$ cat src/rtl/ppu_timing_gen_pkg.sv
// ppu_timing_gen_pkg: PPU mode encoding, register types and DMG default timing
package ppu_timing_gen_pkg;
  typedef enum logic [1:0] {
    HBLANK   = 2'd0,
    VBLANK   = 2'd1,
    OAM_SCAN = 2'd2,
    DRAW     = 2'd3
  } ppu_phase_t;
  typedef struct packed {
    logic ena;
    logic win_map;
    logic win_ena;
    logic tile_sel;
    logic bg_map;
    logic obj_size;
    logic obj_ena;
    logic bg_ena;
  } lcdc_t;
  typedef enum logic [3:0] {
    REG_LCDC, REG_STAT, REG_SCY, REG_SCX, REG_LY, REG_LYC,
    REG_DMA, REG_BGP, REG_OBP0, REG_OBP1, REG_WY, REG_WX
  } ppu_reg_t;
  localparam int DMG_DOTS_PER_LINE = 456;
  localparam int DMG_VISIBLE_LINES = 144;
  localparam int DMG_TOTAL_LINES   = 154;
  localparam int DMG_OAM_DOTS      = 80;
  localparam int DMG_MAX_DRAW_DOTS = 289;
endpackage

$ cat src/rtl/ppu_timing_gen_if.sv
// ppu_timing_gen_if: control inputs and timing outputs of the PPU timing generator
interface ppu_timing_gen_if #(parameter int DOTS_PER_LINE = 456);
  import ppu_timing_gen_pkg::*;
  localparam int DW = $clog2(DOTS_PER_LINE);
  logic          ena;
  logic [7:0]    lyc;
  logic [3:0]    stat_sel;
  logic          draw_done;
  logic [7:0]    ly;
  logic [DW-1:0] dot;
  ppu_phase_t    phase;
  logic          lyc_eq;
  logic          line_start;
  logic          irq_vblank;
  logic          irq_stat;
  logic          lcd_hsync;
  logic          lcd_vsync;
  logic          lcd_de;
  modport master (
    output ena, lyc, stat_sel, draw_done,
    input  ly, dot, phase, lyc_eq, line_start, irq_vblank, irq_stat, lcd_hsync, lcd_vsync, lcd_de
  );
  modport slave (
    input  ena, lyc, stat_sel, draw_done,
    output ly, dot, phase, lyc_eq, line_start, irq_vblank, irq_stat, lcd_hsync, lcd_vsync, lcd_de
  );
endinterface

$ cat src/rtl/ppu_timing_gen_stat_irq.sv
// ppu_stat_irq: STAT source mux with per-source enables and rising-edge interrupt
module ppu_stat_irq
  import ppu_timing_gen_pkg::*;
(
  input  logic       clk,
  input  logic       rst_n,
  input  logic       i_clr,
  input  ppu_phase_t i_phase,
  input  logic       i_lyc_eq,
  input  logic [3:0] i_sel,
  output logic       o_irq
);
  logic w_line;
  logic r_line;
  logic r_irq;
  // STAT line for the coming cycle; forced low while the generator is idle
  always_comb w_line = !i_clr && ((i_phase == HBLANK && i_sel[0]) || (i_phase == VBLANK && i_sel[1]) ||
                                  (i_phase == OAM_SCAN && i_sel[2]) || (i_lyc_eq && i_sel[3]));
  // only a 0->1 transition of the merged line raises the interrupt
  always_ff @(posedge clk or negedge rst_n)
    if (!rst_n) begin
      r_line <= 1'b0;
      r_irq  <= 1'b0;
    end else begin
      r_line <= w_line;
      r_irq  <= w_line && !r_line;
    end
  assign o_irq = r_irq;
endmodule

$ cat src/rtl/ppu_timing_gen.sv
// ppu_timing_gen: scanline/frame mode sequencer with LY compare, interrupts and LCD strobes
module ppu_timing_gen
  import ppu_timing_gen_pkg::*;
#(
  parameter int DOTS_PER_LINE = DMG_DOTS_PER_LINE,
  parameter int VISIBLE_LINES = DMG_VISIBLE_LINES,
  parameter int TOTAL_LINES   = DMG_TOTAL_LINES,
  parameter int OAM_DOTS      = DMG_OAM_DOTS,
  parameter int MAX_DRAW_DOTS = DMG_MAX_DRAW_DOTS,
  parameter int HSYNC_START   = 400,
  parameter int HSYNC_LEN     = 8,
  parameter int VSYNC_LINE    = 153
) (
  input logic             clk,
  input logic             rst_n,
  ppu_timing_gen_if.slave io_tg
);
  localparam int DW = $clog2(DOTS_PER_LINE);
  localparam int DW1 = DW + 1;
  localparam logic [DW-1:0] LAST_DOT = DW'(DOTS_PER_LINE - 1);
  localparam logic [DW-1:0] DRAW_DOT = DW'(OAM_DOTS);
  localparam logic [DW-1:0] DRAW_END = DW'(OAM_DOTS + MAX_DRAW_DOTS);
  localparam logic [DW:0]   HS_BEG   = DW1'(HSYNC_START);
  localparam logic [DW:0]   HS_END   = DW1'(HSYNC_START + HSYNC_LEN);
  localparam logic [7:0]    LAST_LY  = 8'(TOTAL_LINES - 1);
  localparam logic [7:0]    VIS_LY   = 8'(VISIBLE_LINES);
  localparam logic [7:0]    VS_LY    = 8'(VSYNC_LINE);
  if (OAM_DOTS + MAX_DRAW_DOTS >= DOTS_PER_LINE) begin : g_bad_draw
    $error("OAM_DOTS + MAX_DRAW_DOTS must be below DOTS_PER_LINE");
  end
  if (TOTAL_LINES > 256) begin : g_bad_lines
    $error("TOTAL_LINES must not exceed 256");
  end
  logic [DW-1:0] r_dot, w_dot_nx;
  logic [7:0]    r_ly, w_ly_nx;
  ppu_phase_t    r_phase, w_phase_nx;
  logic          r_run, w_run_nx, w_idle, w_wrap;
  logic          r_lyc_eq, r_line_start, r_irq_vblank, r_hsync, r_vsync, r_de;
  logic          w_lyc_eq_nx, w_line_start_nx, w_irq_vblank_nx, w_hsync_nx, w_vsync_nx, w_de_nx;
  // state register: counters, mode and the registered strobes
  always_ff @(posedge clk or negedge rst_n)
    if (!rst_n) begin
      r_dot        <= '0;
      r_ly         <= '0;
      r_phase      <= HBLANK;
      r_run        <= 1'b0;
      r_lyc_eq     <= 1'b0;
      r_line_start <= 1'b0;
      r_irq_vblank <= 1'b0;
      r_hsync      <= 1'b0;
      r_vsync      <= 1'b0;
      r_de         <= 1'b0;
    end else begin
      r_dot        <= w_dot_nx;
      r_ly         <= w_ly_nx;
      r_phase      <= w_phase_nx;
      r_run        <= w_run_nx;
      r_lyc_eq     <= w_lyc_eq_nx;
      r_line_start <= w_line_start_nx;
      r_irq_vblank <= w_irq_vblank_nx;
      r_hsync      <= w_hsync_nx;
      r_vsync      <= w_vsync_nx;
      r_de         <= w_de_nx;
    end
  // next state: idle when disabled, restart at line 0 on enable, otherwise advance dot/line and mode
  always_comb begin
    w_idle     = !io_tg.ena;
    w_wrap     = r_dot == LAST_DOT;
    w_run_nx   = io_tg.ena;
    w_dot_nx   = (w_idle || !r_run || w_wrap) ? '0 : r_dot + DW'(1);
    w_ly_nx    = (w_idle || !r_run || (w_wrap && r_ly == LAST_LY)) ? '0 : r_ly + {7'd0, w_wrap};
    w_phase_nx = w_idle                 ? HBLANK
               : w_ly_nx >= VIS_LY      ? VBLANK
               : w_dot_nx == '0         ? OAM_SCAN
               : w_dot_nx == DRAW_DOT   ? DRAW
               : (r_phase == DRAW && (io_tg.draw_done || w_dot_nx == DRAW_END)) ? HBLANK
               : r_phase;
  end
  // strobes are derived from the next dot/line/mode so they describe the same cycle
  always_comb begin
    w_lyc_eq_nx     = !w_idle && w_ly_nx == io_tg.lyc;
    w_line_start_nx = !w_idle && w_dot_nx == '0;
    w_irq_vblank_nx = w_line_start_nx && w_ly_nx == VIS_LY;
    w_hsync_nx      = !w_idle && {1'b0, w_dot_nx} >= HS_BEG && {1'b0, w_dot_nx} < HS_END;
    w_vsync_nx      = !w_idle && w_ly_nx == VS_LY;
    w_de_nx         = w_phase_nx == DRAW;
  end
  ppu_stat_irq u_stat (
    .clk      (clk),
    .rst_n    (rst_n),
    .i_clr    (w_idle),
    .i_phase  (w_phase_nx),
    .i_lyc_eq (w_lyc_eq_nx),
    .i_sel    (io_tg.stat_sel),
    .o_irq    (io_tg.irq_stat)
  );
  assign io_tg.dot        = r_dot;
  assign io_tg.ly         = r_ly;
  assign io_tg.phase      = r_phase;
  assign io_tg.lyc_eq     = r_lyc_eq;
  assign io_tg.line_start = r_line_start;
  assign io_tg.irq_vblank = r_irq_vblank;
  assign io_tg.lcd_hsync  = r_hsync;
  assign io_tg.lcd_vsync  = r_vsync;
  assign io_tg.lcd_de     = r_de;
endmodule

$ cat src/flat_wrapper.sv
// flat-port wrapper written by rule: the top's interface ports become plain ports
module ppu_timing_gen_flat import ppu_timing_gen_pkg::*;
#(
  parameter int DOTS_PER_LINE = DMG_DOTS_PER_LINE,
  parameter int VISIBLE_LINES = DMG_VISIBLE_LINES,
  parameter int TOTAL_LINES   = DMG_TOTAL_LINES,
  parameter int OAM_DOTS      = DMG_OAM_DOTS,
  parameter int MAX_DRAW_DOTS = DMG_MAX_DRAW_DOTS,
  parameter int HSYNC_START   = 400,
  parameter int HSYNC_LEN     = 8,
  parameter int VSYNC_LINE    = 153
)
  (clk, rst_n, io_tg_ena, io_tg_lyc, io_tg_stat_sel, io_tg_draw_done, io_tg_ly, io_tg_dot, io_tg_phase, io_tg_lyc_eq, io_tg_line_start, io_tg_irq_vblank, io_tg_irq_stat, io_tg_lcd_hsync, io_tg_lcd_vsync, io_tg_lcd_de);
  ppu_timing_gen_if #(.DOTS_PER_LINE(DOTS_PER_LINE)) io_tg_i ();
  input logic clk;
  input logic rst_n;
  input wire logic [$bits(io_tg_i.ena)-1:0] io_tg_ena;
  input wire logic [$bits(io_tg_i.lyc)-1:0] io_tg_lyc;
  input wire logic [$bits(io_tg_i.stat_sel)-1:0] io_tg_stat_sel;
  input wire logic [$bits(io_tg_i.draw_done)-1:0] io_tg_draw_done;
  output wire logic [$bits(io_tg_i.ly)-1:0] io_tg_ly;
  output wire logic [$bits(io_tg_i.dot)-1:0] io_tg_dot;
  output wire logic [$bits(io_tg_i.phase)-1:0] io_tg_phase;
  output wire logic [$bits(io_tg_i.lyc_eq)-1:0] io_tg_lyc_eq;
  output wire logic [$bits(io_tg_i.line_start)-1:0] io_tg_line_start;
  output wire logic [$bits(io_tg_i.irq_vblank)-1:0] io_tg_irq_vblank;
  output wire logic [$bits(io_tg_i.irq_stat)-1:0] io_tg_irq_stat;
  output wire logic [$bits(io_tg_i.lcd_hsync)-1:0] io_tg_lcd_hsync;
  output wire logic [$bits(io_tg_i.lcd_vsync)-1:0] io_tg_lcd_vsync;
  output wire logic [$bits(io_tg_i.lcd_de)-1:0] io_tg_lcd_de;
  assign io_tg_i.ena = io_tg_ena;
  assign io_tg_i.lyc = io_tg_lyc;
  assign io_tg_i.stat_sel = io_tg_stat_sel;
  assign io_tg_i.draw_done = io_tg_draw_done;
  assign io_tg_ly = io_tg_i.ly;
  assign io_tg_dot = io_tg_i.dot;
  assign io_tg_phase = io_tg_i.phase;
  assign io_tg_lyc_eq = io_tg_i.lyc_eq;
  assign io_tg_line_start = io_tg_i.line_start;
  assign io_tg_irq_vblank = io_tg_i.irq_vblank;
  assign io_tg_irq_stat = io_tg_i.irq_stat;
  assign io_tg_lcd_hsync = io_tg_i.lcd_hsync;
  assign io_tg_lcd_vsync = io_tg_i.lcd_vsync;
  assign io_tg_lcd_de = io_tg_i.lcd_de;
  ppu_timing_gen #(.DOTS_PER_LINE(DOTS_PER_LINE), .VISIBLE_LINES(VISIBLE_LINES), .TOTAL_LINES(TOTAL_LINES), .OAM_DOTS(OAM_DOTS), .MAX_DRAW_DOTS(MAX_DRAW_DOTS), .HSYNC_START(HSYNC_START), .HSYNC_LEN(HSYNC_LEN), .VSYNC_LINE(VSYNC_LINE)) u_core (.clk(clk), .rst_n(rst_n), .io_tg(io_tg_i));
endmodule
$ cat config.mk
export PLATFORM = sky130hd
export DESIGN_NAME = ppu_timing_gen_flat
export DESIGN_NICKNAME = d
export VERILOG_FILES = /design/src/rtl/ppu_timing_gen_pkg.sv /design/src/rtl/ppu_timing_gen_if.sv /design/src/rtl/ppu_timing_gen_stat_irq.sv /design/src/rtl/ppu_timing_gen.sv /design/src/flat_wrapper.sv
export SDC_FILE = /design/constraint.sdc
export NUM_CORES = 1
export LEC_CHECK = 0
export ABC_CLOCK_PERIOD_IN_PS = 4000
export CAP_MARGIN = 20
export CORE_MARGIN = 10
export CORE_UTILIZATION = 25
export CTS_CLUSTER_SIZE = 14
export DETAILED_ROUTE_END_ITERATION = 8
export PLACE_DENSITY = 0.41
export SYNTH_ARGS = -nofsm -noshare
export SYNTH_HDL_FRONTEND = slang
export SYNTH_SLANG_ARGS = --single-unit
$ cat constraint.sdc
create_clock -name clk -period 4 [get_ports clk]
set_clock_uncertainty 0.05 [all_clocks]
set_input_delay 0.6 -clock clk [delete_from_list [all_inputs] [get_ports clk]]
set_output_delay 0.6 -clock clk [all_outputs]
set_load 0.1 [all_outputs]
; ---- Word level (Yosys, flattened, before mapping)
; Cells that the tools add are included.
[totals]
wordCells = 61
out_inout_bits = 26
reg_bits = 28
[op_classes]
add_sub_neg = 2
eq_ne = 11
n_reduce_logical = 26
magnitude_cmp = 3
mux = 7
[op_table]
columns = cell, count
row1 = $eq 8x8->1 const B, 3
row2 = $eq 9x9->1 const B, 2
row3 = $logic_and 1x1->1, 14
row4 = $mux 2, 5
row5 = $add 9x1->9 const B, 1
row6 = $eq 9x7->1 const B, 1
row7 = $ge 9x9->1 const B, 1
row8 = $logic_not 9->1, 1
row9 = $lt 9x9->1 const B, 1
row10 = $mux 9, 1
row11 = $add 8x1->8, 1
row12 = $eq 8x8->1, 1
row13 = $ge 8x8->1 const B, 1
row14 = $mux 8, 1
row15 = $logic_or 1x1->1, 7
row16 = $eq 2x2->1 const B, 3
row17 = $logic_not 1->1, 3
row18 = $eq 2x1->1 const B, 1
row19 = $logic_not 2->1, 1

; ---- Logic depth before layout (Yosys ltp)
; Gate-level depths: netlist of run 1.
[depth]
ltp_word = 19
mapped_depth = 13

; ---- Hierarchy
; Synthesis of run 1 repeated with hierarchy kept, for this count alone.
[unflattened]
cells_unflattened = 197
hier_area_um2 = 1860.5
[modules_own_cells]
columns = module, cells_per_inst, seq_area_each_um2, area_per_inst_um2, n_inst
row1 = ppu_timing_gen, 189, 650.6, 1757.9, 1
row2 = ppu_stat_irq, 8, 50.0, 102.6, 1

; ---- Least setup slack after synthesis of run 1
; Ideal clock, no wire load.
[synth_path]
path_type = flip-flop to flip-flop
start = register u_core.r_dot[1], in the netlist u_core.io_tg.dot[1]
end = register u_core.u_stat.r_line
period_less_slack_ns = 3.872
path_buffers = 1
required_ns = 3.815
path_slack_ns = 0.128
stages_incl_launch_ff = 14
arrival_time_ns = 3.688
cell_sequence = dfrtp_1 > ha_1 > buf_2 > nand4_1 > nor2_1 > ha_1 > ha_1 > nand2_1 > or3_1 > and2_1 > a311o_2 > o311ai_1 > mux2i_1 > o211ai_1
[synth_between]
elab_chain_cells = 17
word_cells_on_any_way = 32
classes_between = add/sub: 2 / order compare: 1 / eq/ne: 6 / mux: 7 / reduce/logical: 16
[synth_lines]
columns = element, line_no
row1 = start: declaration, ppu_timing_gen.sv:34  ; logic [DW-1:0] r_dot, w_dot_nx;
row2 = start signal: assignment, ppu_timing_gen.sv:54  ; r_dot <= w_dot_nx;
row3 = branches (longest 15 deep; another with $add 8x1->8), -
row4 = $logic_or 1x1->1 *, ppu_timing_gen_stat_irq.sv:18  ; (i_phase == OAM_SCAN && i_sel[2]) || (i_lyc_eq && i_sel[3]));
row5 = $logic_and 1x1->1 *, ppu_timing_gen_stat_irq.sv:17  ; always_comb w_line = !i_clr && ((i_phase == HBLANK && i_sel[0]) || (i_phase == VBLANK && i_sel[1]) ||
row6 = named net u_core.u_stat.w_line, ppu_timing_gen_stat_irq.sv:13  ; logic w_line;
row7 = end signal: assignment, ppu_timing_gen_stat_irq.sv:25  ; r_line <= w_line;
row8 = end: declaration, ppu_timing_gen_stat_irq.sv:14  ; logic r_line;
; Mark *: on every way through the listed nets, which the timed path passes.

; ---- Worst setup path after layout of run 1
[layout_path]
start = register u_core.r_dot[3], in the netlist u_core.io_tg.dot[3]
end = register u_core.u_stat.r_line
; Same word-level chain as after synthesis.

==> qor.csv, run 1 <==
metric,value,unit
n_fill_cell,778,
cts_max_level,1,
clock-sinks,28,
dpl.hpwl,4260,µm
post-route-period-util,91.5,%
fin_area,2460,µm²
crit_type,reg -> reg,
synth.distinct_cells,51,
drtIter0Drc,82,
wl,5370,µm
cp_max_fo,12,
cp_common_cell,ha_1,
post_cts_resized,0,
via_per_inst,4.95,
comb_power_share,16.0,%
yosysWarnings,0,
drive_above_1_share,9.52,%
final_net_count,272,
post_cts_buffers,0,
grt_antenna_before_repair,0,
grt_max_degree,29,
routedWlPerCell,15.3,µm
grt_pass1_vias,1806,
synth-seq-area-share,37.4,%
min_path_type,reg -> reg,
stdcell_count,351,
worst_pin_slew,0.989,ns
end_kind,register,
p_int,409,µW
power_density,227,nW/µm²
finalPower,558,µW
synth_ff_type,dfrtp_1,
path_delay_family,simple AND/OR/NAND/NOR gates,
chipWidth,107,µm
vias,1736,
synth_fp_nets,230,
synth_top_area_share,37.4,%
grt_overflow,0,
cp_slowest_stage_delay,0.67,ns
cts_tree,yes,
slowest_stage,or4b_1,
grt_use_total,9.59,%
synth_edf_count,0,
cp_data_arrival_time,3.76,ns
start_util,25.8,%
clockPowerShare,32.0,%
cts_buffer_depth,2,
crit_buf_inv,0,
path_cells,or4b_1 > nor2_1 > ha_1 > ha_1 > nand2_1 > or3_1 > and2_1 > a311o_2 > o311ai_1 > mux2i_1 > o211ai_1,
grt_pass1_wl,9090,µm
rows,31,
synth_top_cell_by_area,dfrtp_1,
final.setup.tns,0,ns
ios,42,
critPathLaunchType,register,
required,4.10,ns
slew_headroom,33.9,%
synth.avg_cell_area,8.88,µm²
synth_area_leaders,"dfrtp_1, nor2_1, nand3_1",
portBuffers,41,
slew_violations,0,
drtAntennaViolNets,0,
timing.fmax,273,MHz
switching_share,26.7,%
syn-cell-area,1870,µm²
p_switching,149,µW
ys_seq_elements,28,
cts_root_buffer,clkbuf_8,
placed_cell_area,2400,µm²
path_clk_slew,0.10,ns
maxCapViolCount,0,
die_h,107,µm
cts_hold_buf,0,
status,finished clean,
period_minus_slack,3.66,ns
die_area,11400,µm²
leakage,0.000921,µW
ir_drop,0.102,mV
place_congestion,0.786,
drc_errors,0,
num_antenna_cells,0,
syn-instance-count,211,
first_pass_iters,4,
numCtsBuffers,3,
coreArea,7250,µm²
worst_skew_pair.late_latency,0.27,ns
hold_viol_final,0,
power_frac_seq,52.0,%
syn2layout_area_growth,31.2,%
numPlacedInstances,347,
ys_async_sr_fraction,100,%
setup_violations,0,
grt_setup_unrepaired,no,
-- worst min-delay path, delay by kind of cell, from the launching register on --
| kind | cells | cell delay, ns |
|---|---|---|
| AND/OR/NAND/NOR | 2 | 0.14 |
| flip-flops | 1 | 0.39 |
-- worst paths after layout --
| path | depth (start not counted) | slack [ns] | startpoint | to |
|---|---|---|---|---|
| hold / removal | 2 | 0.50 | u_core.r_run$_DFF_PN0_ | u_core.io_tg.dot[2]$_DFF_PN0_ |
| min in group asynchronous | 2 | 0.65 | rst_n | u_core.io_tg.dot[0]$_DFF_PN0_ |
| max in group asynchronous | 2 | 2.96 | rst_n | u_core.io_tg.lcd_de$_DFF_PN0_ |
| setup / recovery | 11 | 0.34 | u_core.io_tg.dot[3]$_DFF_PN0_ | u_core.u_stat.r_line$_DFF_PN0_ |
| setup reg to reg | 11 | 0.34 | u_core.io_tg.dot[3]$_DFF_PN0_ | u_core.u_stat.r_line$_DFF_PN0_ |
| hold reg to reg | 2 | 0.50 | u_core.r_run$_DFF_PN0_ | u_core.io_tg.dot[2]$_DFF_PN0_ |
-- power groups by stage --
| stage | combinational [µW] | clock [µW] | sequential, µW |
|---|---|---|---|
| global placement | 91.3 | 0 | 296 |
| CTS | 91.0 | 187 | 290 |
| detailed placement | 90.9 | 0 | 296 |
| global route | 97.4 | 196 | 291 |
| finish | 89.4 | 178 | 290 |
| floorplan | 29.9 | 0 | 317 |
-- synthesized netlist by cell type (all sizes together), types with 4 or more instances --
master / number
dfrtp: 28
nor2: 21
nand2: 16
nand3: 13
nor3: 10
o21ai: 10
nand4: 9
a21oi: 8
buf: 8
a31oi: 6
xnor2: 6
xor2: 6
and2: 5
inv: 5
nor2b: 5
or3: 5
nor4b: 4
o211ai: 4
-- area by class of cell --
class	count	area [µm²]	share of cell area, %
repair buffers	48	463	18.8
inverters	5	18.8	0.763
clock buffers	4	55.1	2.24
flip-flops and latches	28	701	28.5
multi-input cells	167	1100	44.6
well taps	99	124	5.04
-- state kept, by name, indices dropped and copies added, names as in the netlist --
signal and count:
u_core.io_tg.dot 9, u_core.io_tg.irq_vblank 1, u_core.io_tg.lcd_de 1, u_core.io_tg.lcd_hsync 1, u_core.io_tg.lcd_vsync 1, u_core.io_tg.line_start 1
u_core.io_tg.ly 8, u_core.io_tg.lyc_eq 1, u_core.io_tg.phase 2, u_core.r_run 1, u_core.u_stat.o_irq 1, u_core.u_stat.r_line 1
-- cells by family after synthesis --
logic type / synth area share, %
AOI/OAI and AO/OA: 18.8
xor gates and xnor gates: 5.61
adders and majority gates: 2.00
buffers and inverters: 4.07
DFF: 37.4
muxes: 1.60
and+or+nand+nor: 30.6
-- metrics by stage --
| stage | util (%) | hold slack, ns | worst slack (ns) |
|---|---|---|---|
| floorplan | - | 0.254 | 0.128 |
| detailed placement | 33.1 | 0.505 | 0.371 |
| CTS | 33.9 | 0.512 | 0.346 |
| global placement | 33.1 | 0.493 | 0.448 |
| global route | 33.9 | 0.558 | 0.0686 |
| finish | 33.9 | 0.501 | 0.339 |
-- placed cells by master (no fill, tap or decap), drive strengths merged, types with 2 or more instances in the layout --
cell type | synthesis | layout
o32ai | 2 | 2
and3 | 2 | 2
o311ai | 2 | 2
nand3 | 13 | 13
clkbuf | 3 | 4
nor2b | 5 | 5
o211ai | 4 | 4
nor3 | 10 | 10
xor2 | 6 | 6
buf | 8 | 7
o21ai | 10 | 10
ha | 3 | 3
xnor2 | 6 | 6
inv | 5 | 5
a21oi | 8 | 8
nand4 | 9 | 9
a31oi | 6 | 6
a41oi | 3 | 3
and2 | 5 | 5
o21bai | 2 | 2
nand3b | 2 | 2
or3 | 5 | 5
clkdlybuf4s50 | 0 | 41
nor4b | 4 | 4
nand2 | 16 | 16
or4bb | 2 | 2
dfrtp | 28 | 28
nor2 | 21 | 21
or4b | 3 | 3
mux2i | 3 | 3
-- routing by layer --
layer  GRT usage (%)  share of wire [%]  wire length (µm)
met4            2.61               0.88                47
met5               0                  0                 0
met2            16.2                 47              2520
met1            12.0                 47              2510
met3            2.16                5.3               287
No activity file was read; power rests on OpenSTA's default activity.
==> run 2, diff against run 1 <==
--- a/config.mk
+++ b/config.mk
@@ -12,6 +12,7 @@
 export CTS_CLUSTER_SIZE = 14
 export DETAILED_ROUTE_END_ITERATION = 8
 export PLACE_DENSITY = 0.41
+export SLEW_MARGIN = 20
 export SYNTH_ARGS = -nofsm -noshare
 export SYNTH_HDL_FRONTEND = slang
 export SYNTH_SLANG_ARGS = --single-unit
==> results of run 2 <==
No change in the layout: final DEF, timing and power equal those of run 1.
==> run 3, diff against run 2 <==
--- a/config.mk
+++ b/config.mk
@@ -11,6 +11,7 @@
 export CORE_UTILIZATION = 25
 export CTS_CLUSTER_SIZE = 14
 export DETAILED_ROUTE_END_ITERATION = 8
+export MAX_ROUTING_LAYER = met4
 export PLACE_DENSITY = 0.41
 export SLEW_MARGIN = 20
 export SYNTH_ARGS = -nofsm -noshare
==> run 3 against run 2 <==
Against the previous run: cell count stayed put; hold slack better by 0.0015 ns; utilization unchanged; sequential power about the same; register-to-register slack barely moved; clock power barely moved.
==> qor.csv, run 3 (synthesis results as in run 1) <==
metric,value,unit,change
status,finished clean,,
cts_max_level,1,,unchanged
post_cts_buffers,0,,unchanged
grt_use_total,9.85,%,+0.26 points
numCtsBuffers,3,,unchanged
portBuffers,41,,unchanged
comb_power_share,16.1,%,about the same
crit_type,reg -> reg,,
setup_violations,0,,unchanged
slew_violations,0,,unchanged
rows,31,,unchanged
cp_data_arrival_time,3.76,ns,about the same
critPathLaunchType,register,,
wl_met2,2510,µm,-0.32%
first_pass_iters,4,,unchanged
grt_overflow,0,,unchanged
cts_buffer_depth,2,,unchanged
power_frac_seq,52.0,%,about the same
cts_hold_buf,0,,unchanged
final.setup.tns,0,ns,unchanged
worst_pin_slew,0.988,ns,-0.000997 ns
finalPower,558,µW,about the same
path_clk_slew,0.10,ns,about the same
grt_max_degree,29,,unchanged
timing.fmax,273,MHz,about the same
numPlacedInstances,347,,unchanged
dpl.hpwl,4260,µm,unchanged
mostFrequentLayoutCell,clkdlybuf4s50_1,,
clockPowerShare,32.0,%,about the same
cts_tree,yes,,
post_cts_resized,0,,unchanged
place_congestion,0.797,,+1.4%
vias,1743,,+0.40%
p_int,409,µW,about the same
grt_antenna_before_repair,0,,unchanged
grt_pass1_vias,1814,,+0.44%
met1Wirelength,2660,µm,+5.9%
grt_setup_unrepaired,no,,
drive_above_1_share,9.52,%,unchanged
end_kind,register,,
hold_viol_final,0,,unchanged
period_minus_slack,3.66,ns,-0.00226 ns
wl_met3,173,µm,-40%
p_switching,149,µW,+0.26%
largest_reg_flops,9,,unchanged
wl,5400,µm,+0.52%
via_per_inst,4.97,,+0.40%
drc_errors,0,,unchanged
highest_layer,met4,,
routedWlPerCell,15.4,µm,+0.52%
die_area,11400,µm²,unchanged
die_h,107,µm,unchanged
post-route-period-util,91.5,%,about the same
cts_root_buffer,clkbuf_8,,
leakage,0.000921,µW,unchanged
start_util,25.8,%,unchanged
maxCapViolCount,0,,unchanged
cp_max_fo,12,,unchanged
syn2layout_area_growth,31.2,%,unchanged
final_net_count,272,,unchanged
grt_pass1_wl,9090,µm,about the same
layout_common_cells,"clkdlybuf4s50_1, dfrtp_1, nor2_1, nand2_1, nand3_1",,
slew_headroom,33.9,%,+0.067 points
min_path_type,reg -> reg,,
ir_drop,0.102,mV,about the same
coreArea,7250,µm²,unchanged
ios,42,,unchanged
power_density,227,nW/µm²,about the same
clock-sinks,28,,unchanged
worst_skew_pair.late_latency,0.27,ns,about the same
chipWidth,107,µm,unchanged
drtAntennaViolNets,0,,unchanged
switching_share,26.7,%,+0.050 points
stdcell_count,351,,unchanged
drtIter0Drc,84,,+2.4%
required,4.10,ns,about the same
num_antenna_cells,0,,unchanged
[run 3: cell counts in the layout (fill, tap and decap cells not counted)]
No cell type changed its count.
[run 3: power groups by stage]
stage               sequential (µW)  clock [µW]  combinational (µW)
finish                          290         178                89.6
global route                    291         196                97.4
CTS                             290         187                91.0
detailed placement              296           0                90.9
global placement                296           0                91.3
floorplan                       317           0                29.9
[run 3: layout make-up]
type / instances / area, µm²
multi-input cells: 167 / 1100
inverters: 5 / 18.8
fillers: 778 / 4790
clock buffers: 4 / 55.1
well taps: 99 / 124
flip-flops and latches: 28 / 701
repair buffers: 48 / 463
[run 3: path summary, 6_finish.rpt]
check	start	end	slack, ns	depth (start not counted)
min in group asynchronous	rst_n	u_core.io_tg.dot[0]$_DFF_PN0_	0.65	2
worst min register to register	u_core.r_run$_DFF_PN0_	u_core.io_tg.dot[2]$_DFF_PN0_	0.50	2
worst max register to register	u_core.io_tg.dot[3]$_DFF_PN0_	u_core.u_stat.r_line$_DFF_PN0_	0.34	11
worst min-delay path	u_core.r_run$_DFF_PN0_	u_core.io_tg.dot[2]$_DFF_PN0_	0.50	2
max in group asynchronous	rst_n	u_core.io_tg.lcd_de$_DFF_PN0_	2.96	2
worst max-delay path	u_core.io_tg.dot[3]$_DFF_PN0_	u_core.u_stat.r_line$_DFF_PN0_	0.34	11
[run 3: stage by stage]
step                      worst slack [ns]  hold slack [ns]  utilization [%]  instance area (µm²)
final                                0.341            0.502             33.9                 2460
after floorplan                      0.128            0.254                -                 1870
after global routing                0.0744            0.558             33.9                 2460
after CTS                            0.346            0.512             33.9                 2460
after global placement               0.448            0.493             33.1                 2400
after detailed placement             0.371            0.505             33.1                 2400
[run 3: critical path: stages (launching register included)]
cell and delay [ns]:
dfrtp_1 0.51, or4b_1 0.67, nor2_1 0.19, ha_1 0.21, ha_1 0.21, nand2_1 0.12
or3_1 0.37, and2_1 0.20, a311o_2 0.39, o311ai_1 0.20, mux2i_1 0.30, o211ai_1 0.12
[run 3: layer usage]
metal | vias to the layer above | GRT usage (%)
met5 | - | -
met4 | 0 | 2.61
met3 | 2 | 1.38
met2 | 32 | 16.2
met1 | 836 | 12.4
li1 | 873 | -
